**config.mk**
```make
export PLATFORM = sky130hd
export DESIGN_NAME = hex_display_ctrl
export DESIGN_NICKNAME = d
export VERILOG_FILES = /design/src/rtl/hex_display_ctrl.sv
export SDC_FILE = /design/constraint.sdc
export NUM_CORES = 1
export LEC_CHECK = 0
export BUFFER_PORTS_ARGS = -buffer_cell sky130_fd_sc_hd__buf_2
export CORE_ASPECT_RATIO = 0.5
export CORE_UTILIZATION = 65
export DETAILED_ROUTE_END_ITERATION = 6
export GPL_TIMING_DRIVEN = 1
export HOLD_SLACK_MARGIN = 0.06
export PLACE_DENSITY = 0.85
export SKIP_LAST_GASP = 1
export SLEW_MARGIN = 0
export SYNTH_ARGS = -nofsm -noshare
export SYNTH_HDL_FRONTEND = slang
export SYNTH_SLANG_ARGS = --single-unit
```
**constraint.sdc**
```tcl
create_clock -name CLOCK_50 -period 5.94 [get_ports CLOCK_50]
set_input_delay 0.297 -clock CLOCK_50 [delete_from_list [all_inputs] [get_ports CLOCK_50]]
set_output_delay 0.297 -clock CLOCK_50 [all_outputs]
set_load 0.02 [all_outputs]
```
**src/rtl/hex_display_ctrl.sv**
```systemverilog
// Seven-segment display controller: hex or decimal rendering of a loaded
// value, leading-zero blanking, decimal overflow dashes and whole-display blink.
module hex_display_ctrl #(
  parameter int unsigned NDIG       = 4,
  parameter int unsigned BLINK_DIV  = 12_500_000,
  parameter bit          ACTIVE_LOW = 1'b1
) (
  input  logic                CLOCK_50,
  input  logic                RESET_N,
  input  logic                load_valid,
  output logic                load_ready,
  input  logic [4*NDIG-1:0]   load_value,
  input  logic                mode,
  input  logic                blank_lz,
  input  logic                blink_en,
  output logic                busy,
  output logic                overflow,
  output logic [7*NDIG-1:0]   hex
);

  localparam int unsigned VW = 4 * NDIG;
  localparam int unsigned BW = 4 * (NDIG + 2);
  localparam int unsigned CW = $clog2(VW + 1);
  localparam int unsigned PW = $clog2(BLINK_DIV);

  localparam logic [6:0] SEG_BLANK = 7'h7F;
  localparam logic [6:0] SEG_DASH  = 7'h3F;

  typedef enum logic {IDLE, CONV} state_t;

  state_t          state, state_next;
  logic            accept;
  logic            conv_last;
  logic            conv_blz;
  logic [VW-1:0]   conv_bin, bin_sh;
  logic [BW-1:0]   conv_bcd, bcd_adj, bcd_sh;
  logic [CW-1:0]   conv_cnt;
  logic [VW-1:0]   shown;
  logic            shown_vld, shown_blz, shown_dash;
  logic [PW-1:0]   presc;
  logic            blink_phase;
  logic [7*NDIG-1:0] render;

  // Active-low segment code for one hex nibble (bit 0 = a, bit 6 = g).
  function automatic logic [6:0] seg7(input logic [3:0] nib);
    case (nib)
      4'h0: seg7 = 7'h40;  4'h1: seg7 = 7'h79;  4'h2: seg7 = 7'h24;  4'h3: seg7 = 7'h30;
      4'h4: seg7 = 7'h19;  4'h5: seg7 = 7'h12;  4'h6: seg7 = 7'h02;  4'h7: seg7 = 7'h78;
      4'h8: seg7 = 7'h00;  4'h9: seg7 = 7'h10;  4'hA: seg7 = 7'h08;  4'hB: seg7 = 7'h03;
      4'hC: seg7 = 7'h46;  4'hD: seg7 = 7'h21;  4'hE: seg7 = 7'h06;  default: seg7 = 7'h0E;
    endcase
  endfunction

  assign load_ready = (state == IDLE);
  assign busy       = (state == CONV);
  assign accept     = load_valid && (state == IDLE);
  assign conv_last  = (conv_cnt == CW'(VW - 1));

  // State register.
  always_ff @(posedge CLOCK_50) begin
    if (!RESET_N) state <= IDLE;
    else          state <= state_next;
  end

  // Next state: decimal accepts start a conversion, the final shift ends it.
  always_comb begin
    state_next = state;
    case (state)
      IDLE: if (accept && mode) state_next = CONV;
      CONV: if (conv_last)      state_next = IDLE;
      default:                  state_next = IDLE;
    endcase
  end

  // One shift-add-3 step: correct each BCD digit >= 5, then shift in the next bit.
  always_comb begin
    bcd_adj = conv_bcd;
    for (int unsigned i = 0; i < NDIG + 2; i++) begin
      if (conv_bcd[4*i +: 4] >= 4'd5) bcd_adj[4*i +: 4] = conv_bcd[4*i +: 4] + 4'd3;
    end
    bcd_sh = {bcd_adj[BW-2:0], conv_bin[VW-1]};
    bin_sh = {conv_bin[VW-2:0], 1'b0};
  end

  // Load capture, conversion datapath and the currently displayed content.
  // Display content (digits, blanking mode, dash flag) is kept separate from the
  // load-time samples so the old picture stays intact while a conversion runs.
  always_ff @(posedge CLOCK_50) begin
    if (!RESET_N) begin
      conv_bin   <= '0;
      conv_bcd   <= '0;
      conv_cnt   <= '0;
      conv_blz   <= 1'b0;
      shown      <= '0;
      shown_vld  <= 1'b0;
      shown_blz  <= 1'b0;
      shown_dash <= 1'b0;
      overflow   <= 1'b0;
    end else if (accept) begin
      overflow <= 1'b0;
      if (mode) begin
        conv_bin <= load_value;
        conv_bcd <= '0;
        conv_cnt <= '0;
        conv_blz <= blank_lz;
      end else begin
        shown      <= load_value;
        shown_vld  <= 1'b1;
        shown_blz  <= blank_lz;
        shown_dash <= 1'b0;
      end
    end else if (state == CONV) begin
      conv_bin <= bin_sh;
      conv_bcd <= bcd_sh;
      conv_cnt <= conv_cnt + 1'b1;
      if (conv_last) begin
        shown      <= bcd_sh[VW-1:0];
        shown_vld  <= 1'b1;
        shown_blz  <= conv_blz;
        shown_dash <= |bcd_sh[BW-1:VW];
        overflow   <= |bcd_sh[BW-1:VW];
      end
    end
  end

  // Blink prescaler; held at zero while blinking is disabled.
  always_ff @(posedge CLOCK_50) begin
    if (!RESET_N || !blink_en) begin
      presc       <= '0;
      blink_phase <= 1'b0;
    end else if (presc == PW'(BLINK_DIV - 1)) begin
      presc       <= '0;
      blink_phase <= ~blink_phase;
    end else begin
      presc <= presc + 1'b1;
    end
  end

  // Segment rendering: top-down scan tracks whether all higher digits are zero.
  always_comb begin
    logic        zero_above;
    logic [6:0]  seg;
    int unsigned k;
    render     = '0;
    zero_above = 1'b1;
    for (int unsigned i = 0; i < NDIG; i++) begin
      k          = NDIG - 1 - i;
      zero_above = zero_above && (shown[4*k +: 4] == 4'h0);
      if (!shown_vld || (blink_en && blink_phase)) seg = SEG_BLANK;
      else if (shown_dash)                          seg = SEG_DASH;
      else if (shown_blz && k != 0 && zero_above)   seg = SEG_BLANK;
      else                                          seg = seg7(shown[4*k +: 4]);
      render[7*k +: 7] = ACTIVE_LOW ? seg : ~seg;
    end
  end

  // Registered segment output.
  always_ff @(posedge CLOCK_50) begin
    if (!RESET_N) hex <= {NDIG{ACTIVE_LOW ? SEG_BLANK : ~SEG_BLANK}};
    else          hex <= render;
  end

endmodule

```
==> results.md <==
* Startpoint Class: flip-flop
* Final core occ at 76.0%
* Status: complete, no violations
* Maxcap violations at 0
* First-pass GRT wire length at 24.2 mm
* GP Congestion at 0.862
* P&R area growth vs syn at 12.3%
* Synth async-reset ratio at 0%
* Die height at 75.4 um
* Drt total wl at about 15 mm
* Routed Antenna Nets at 0
* Layout Nets at 857
* Hold Fails Final Rpt at 0
* Syn Nets at 821
* # IOs at 53
* FILL cells at 713
* WP data arrival at 3.98 ns
* Synth warn at 0
* Share of layout cells above drive strength 1 at between 15 and 20%
* Synthesized instance count at 760
* Slew headroom at 28.9%
* GR Util All Layers at 27.8%
* CP endpoint kind: flip-flop
* ANT cells at 0
* Mapped Area at 7000 um^2
* Crit path kind: flip-flop to flip-flop
* Max Freq at 271 MHz
* Clock-pin transition on the worst setup and hold timing paths at 0.06 ns
* Hold WC Path Type: input port to flip-flop
* RSZ-0062 raised after global routing: no
* Most Used Layer, Global Route: met2
* Initial Util at approximately 68%
* # DRC at 0
* Cts bufs inserted at 17
* Critical R2R Launch: busy
* Initial antenna violation count at 0
* PD cells at 295 nW/um^2
* Wire per inst at 15.9 um
* Crit path required time at 6.23 ns
* Htree depth at 4
* Post-DP HPWL at 9.92 mm
* Vias post-DR at 5529
* Core Area at 10300 um^2
* Seq cells post-synth at 148
* Crit path max fanout at 29
* Met2 Usage GRT at 46.1%
* Worst reg-to-reg setup slack at 2.25 ns
* Cts-stage hold buffer count at 0
* Slew Limit Fails at 0
* Global route overflow at 0
* IO Port Bufs at 52
* Number of synthesized flops with an enable pin at 0
* Num rows at 26
* Met1 Use GR at 35.1%
* Post-CTS setup buffers at 0
* Worst setup path startpoint: busy
* Sequential share of the synthesized area at 42.3%
* Via-per-instance ratio at 5.83
* Met3 Track Usage GR at 7.66%
* CTS tree: done
* Slew @ Worst Pin at 1.06 ns
* PostCTS Resize Cnt at 0
* Worst skew pair latency at 0.42 ns
* Min Tclk post-route at 3.69 ns
* Post-route setup TNS at 0 ns
* Yosys cell types at a little over 60
* Synthesized area per cell at just over 9 um^2
* Clock sink count at about 150
* Lkg Pwr at 3.12 nW
* VDD IR max at around 0.0002 V
* CTS max path bufs at 2
* Vias in the first global route at 5039
* # setup viols final at 0
* Die X at 149 um
* Clock skew at a little under 0.008 ns
* Die outline area at 11200 um^2
* Final worst path period share at 62.1%
* Cells on worst reg2reg path at 8
* DR pass1 iterations at 5
* DRT iter0 DRCs at 390
* Largest net degree at the start of global routing at between 60 and 70
* CTS root buf: clkbuf_16
* Main synth FF type: dfxtp_1
[report_power, final]
group,internal [mW],switching (mW)
logic,0.0781,0.124
clock network,0.625,0.437
registers,1.04,0.0191
total,1.74,0.580
[cells by family after synthesis]
| group | after synthesis | synth area share [%] |
|---|---|---|
| adder cells (fa/ha/maj) | 39 | 6.97 |
| XOR/XNOR | 36 | 4.50 |
| multiplexers | 38 | 6.17 |
| flip-flops | 148 | 42.3 |
| buffers and inverters | 73 | 4.47 |
| AND/OR/NAND/NOR | 277 | 20.6 |
| AO/OA/AOI/OAI | 149 | 14.9 |
[cell usage after synthesis (all sizes together) (2+ instances only)]
master / n / area, um^2
a21o: 3 / 22.5
and2: 25 / 156
a221o: 3 / 30.0
inv: 36 / 140
or2: 22 / 138
o21ai: 48 / 270
nor2b: 16 / 100
and3: 21 / 131
nor3: 10 / 50.1
a31oi: 4 / 25.0
xor2: 13 / 114
nor4: 2 / 12.5
nor3b: 6 / 45.0
a22oi: 6 / 45.0
a21boi: 12 / 90.1
o221a: 10 / 113
o211ai: 5 / 37.5
clkbuf: 25 / 95.1
o21a: 8 / 60.1
nand2b: 13 / 81.3
dfxtp: 148 / 2960
xnor2: 23 / 201
nand4: 5 / 31.3
nand2: 70 / 280
ha: 39 / 488
and4: 4 / 35.0
a2111oi: 2 / 17.5
mux4: 4 / 90.1
mux2i: 33 / 330
buf: 12 / 77.6
o211a: 3 / 30.0
nand3: 27 / 135
o22ai: 19 / 138
or3: 4 / 25.0
nor2: 46 / 173
a21oi: 17 / 85.1
a32o: 4 / 40.0
[worst max-delay path: stages (launching register included)]
cell     delay [ns]
dfxtp_1        0.78
buf_4          0.42
nand2_2        0.32
nand2_4        0.37
o21ai_0        0.16
a31oi_1        0.52
inv_1          0.18
ha_1           0.31
mux4_2         0.48
[worst min-delay path by stage]
stage | startpoint | endpoint | cells after the start
after floorplan | flip-flop | hex[1] | 1
after global placement | flip-flop | hex[11] | 1
after detailed placement | flip-flop | hex[3] | 1
after CTS | blink_en | blink_phase | 3
after global routing | blink_en | blink_phase | 3
final | blink_en | blink_phase | 3
[per-stage QoR]
step	total power [mW]	area (um^2)	instances	hold slack [ns]	setup slack (ns)
finish	2.32	7860	949	0.142	2.25
global placement	1.27	7280	917	0.394	2.51
global route	2.40	7860	949	0.142	2.02
detailed placement	1.27	7280	917	0.392	2.34
CTS	2.33	7860	949	0.128	2.29
floorplan	1.22	7000	760	0.385	3.07
[cell usage in the layout, fill, tap and decap left out, types with 3 or more instances in the layout]
cell type    n
ha_1        39
o21ai_0     44
mux4_2       4
nand3_1     27
xor2_1      13
or3_1        4
xnor2_1     23
clkbuf_16   17
o22ai_1     16
a32o_1       4
nor2_1      45
a21boi_0    12
nand2b_1    13
o221a_2     10
a21o_1       3
a221o_1      3
a21oi_1     17
o211a_1      3
nand4_1      5
buf_2       52
dfxtp_1    148
nor3_1      10
inv_1       32
inv_6        3
nor2b_1     16
o21a_1       8
o211ai_1     5
and4_1       4
a22oi_1      6
a31oi_1      4
and2_1      25
mux2i_1     33
nand2_1     67
nor3b_1      6
or2_2       20
o22ai_2      3
and3_1      21
clkinv_4     3
[final cells by class]
| type | instances | area (um^2) | share of cell area (%) |
|---|---|---|---|
| multi-input combinational | 539 | 3730 | 47.4 |
| sequential | 148 | 2960 | 37.7 |
| clock buffer | 19 | 433 | 5.51 |
| timing repair buffer | 54 | 275 | 3.50 |
| tap | 140 | 175 | 2.23 |
| clock inverter | 13 | 149 | 1.89 |
| inverter | 36 | 140 | 1.78 |
[layer usage]
metal | vias to the layer above | routed length [um] | part of all wire, %
met3 | 23 | 890 | 5.9
li1 | 2717 | - | -
met4 | 0 | 253 | 1.7
met1 | 2639 | 7050 | 47
met2 | 150 | 6940 | 46
met5 | - | 0 | 0
(Power assumes the default switching activity.)
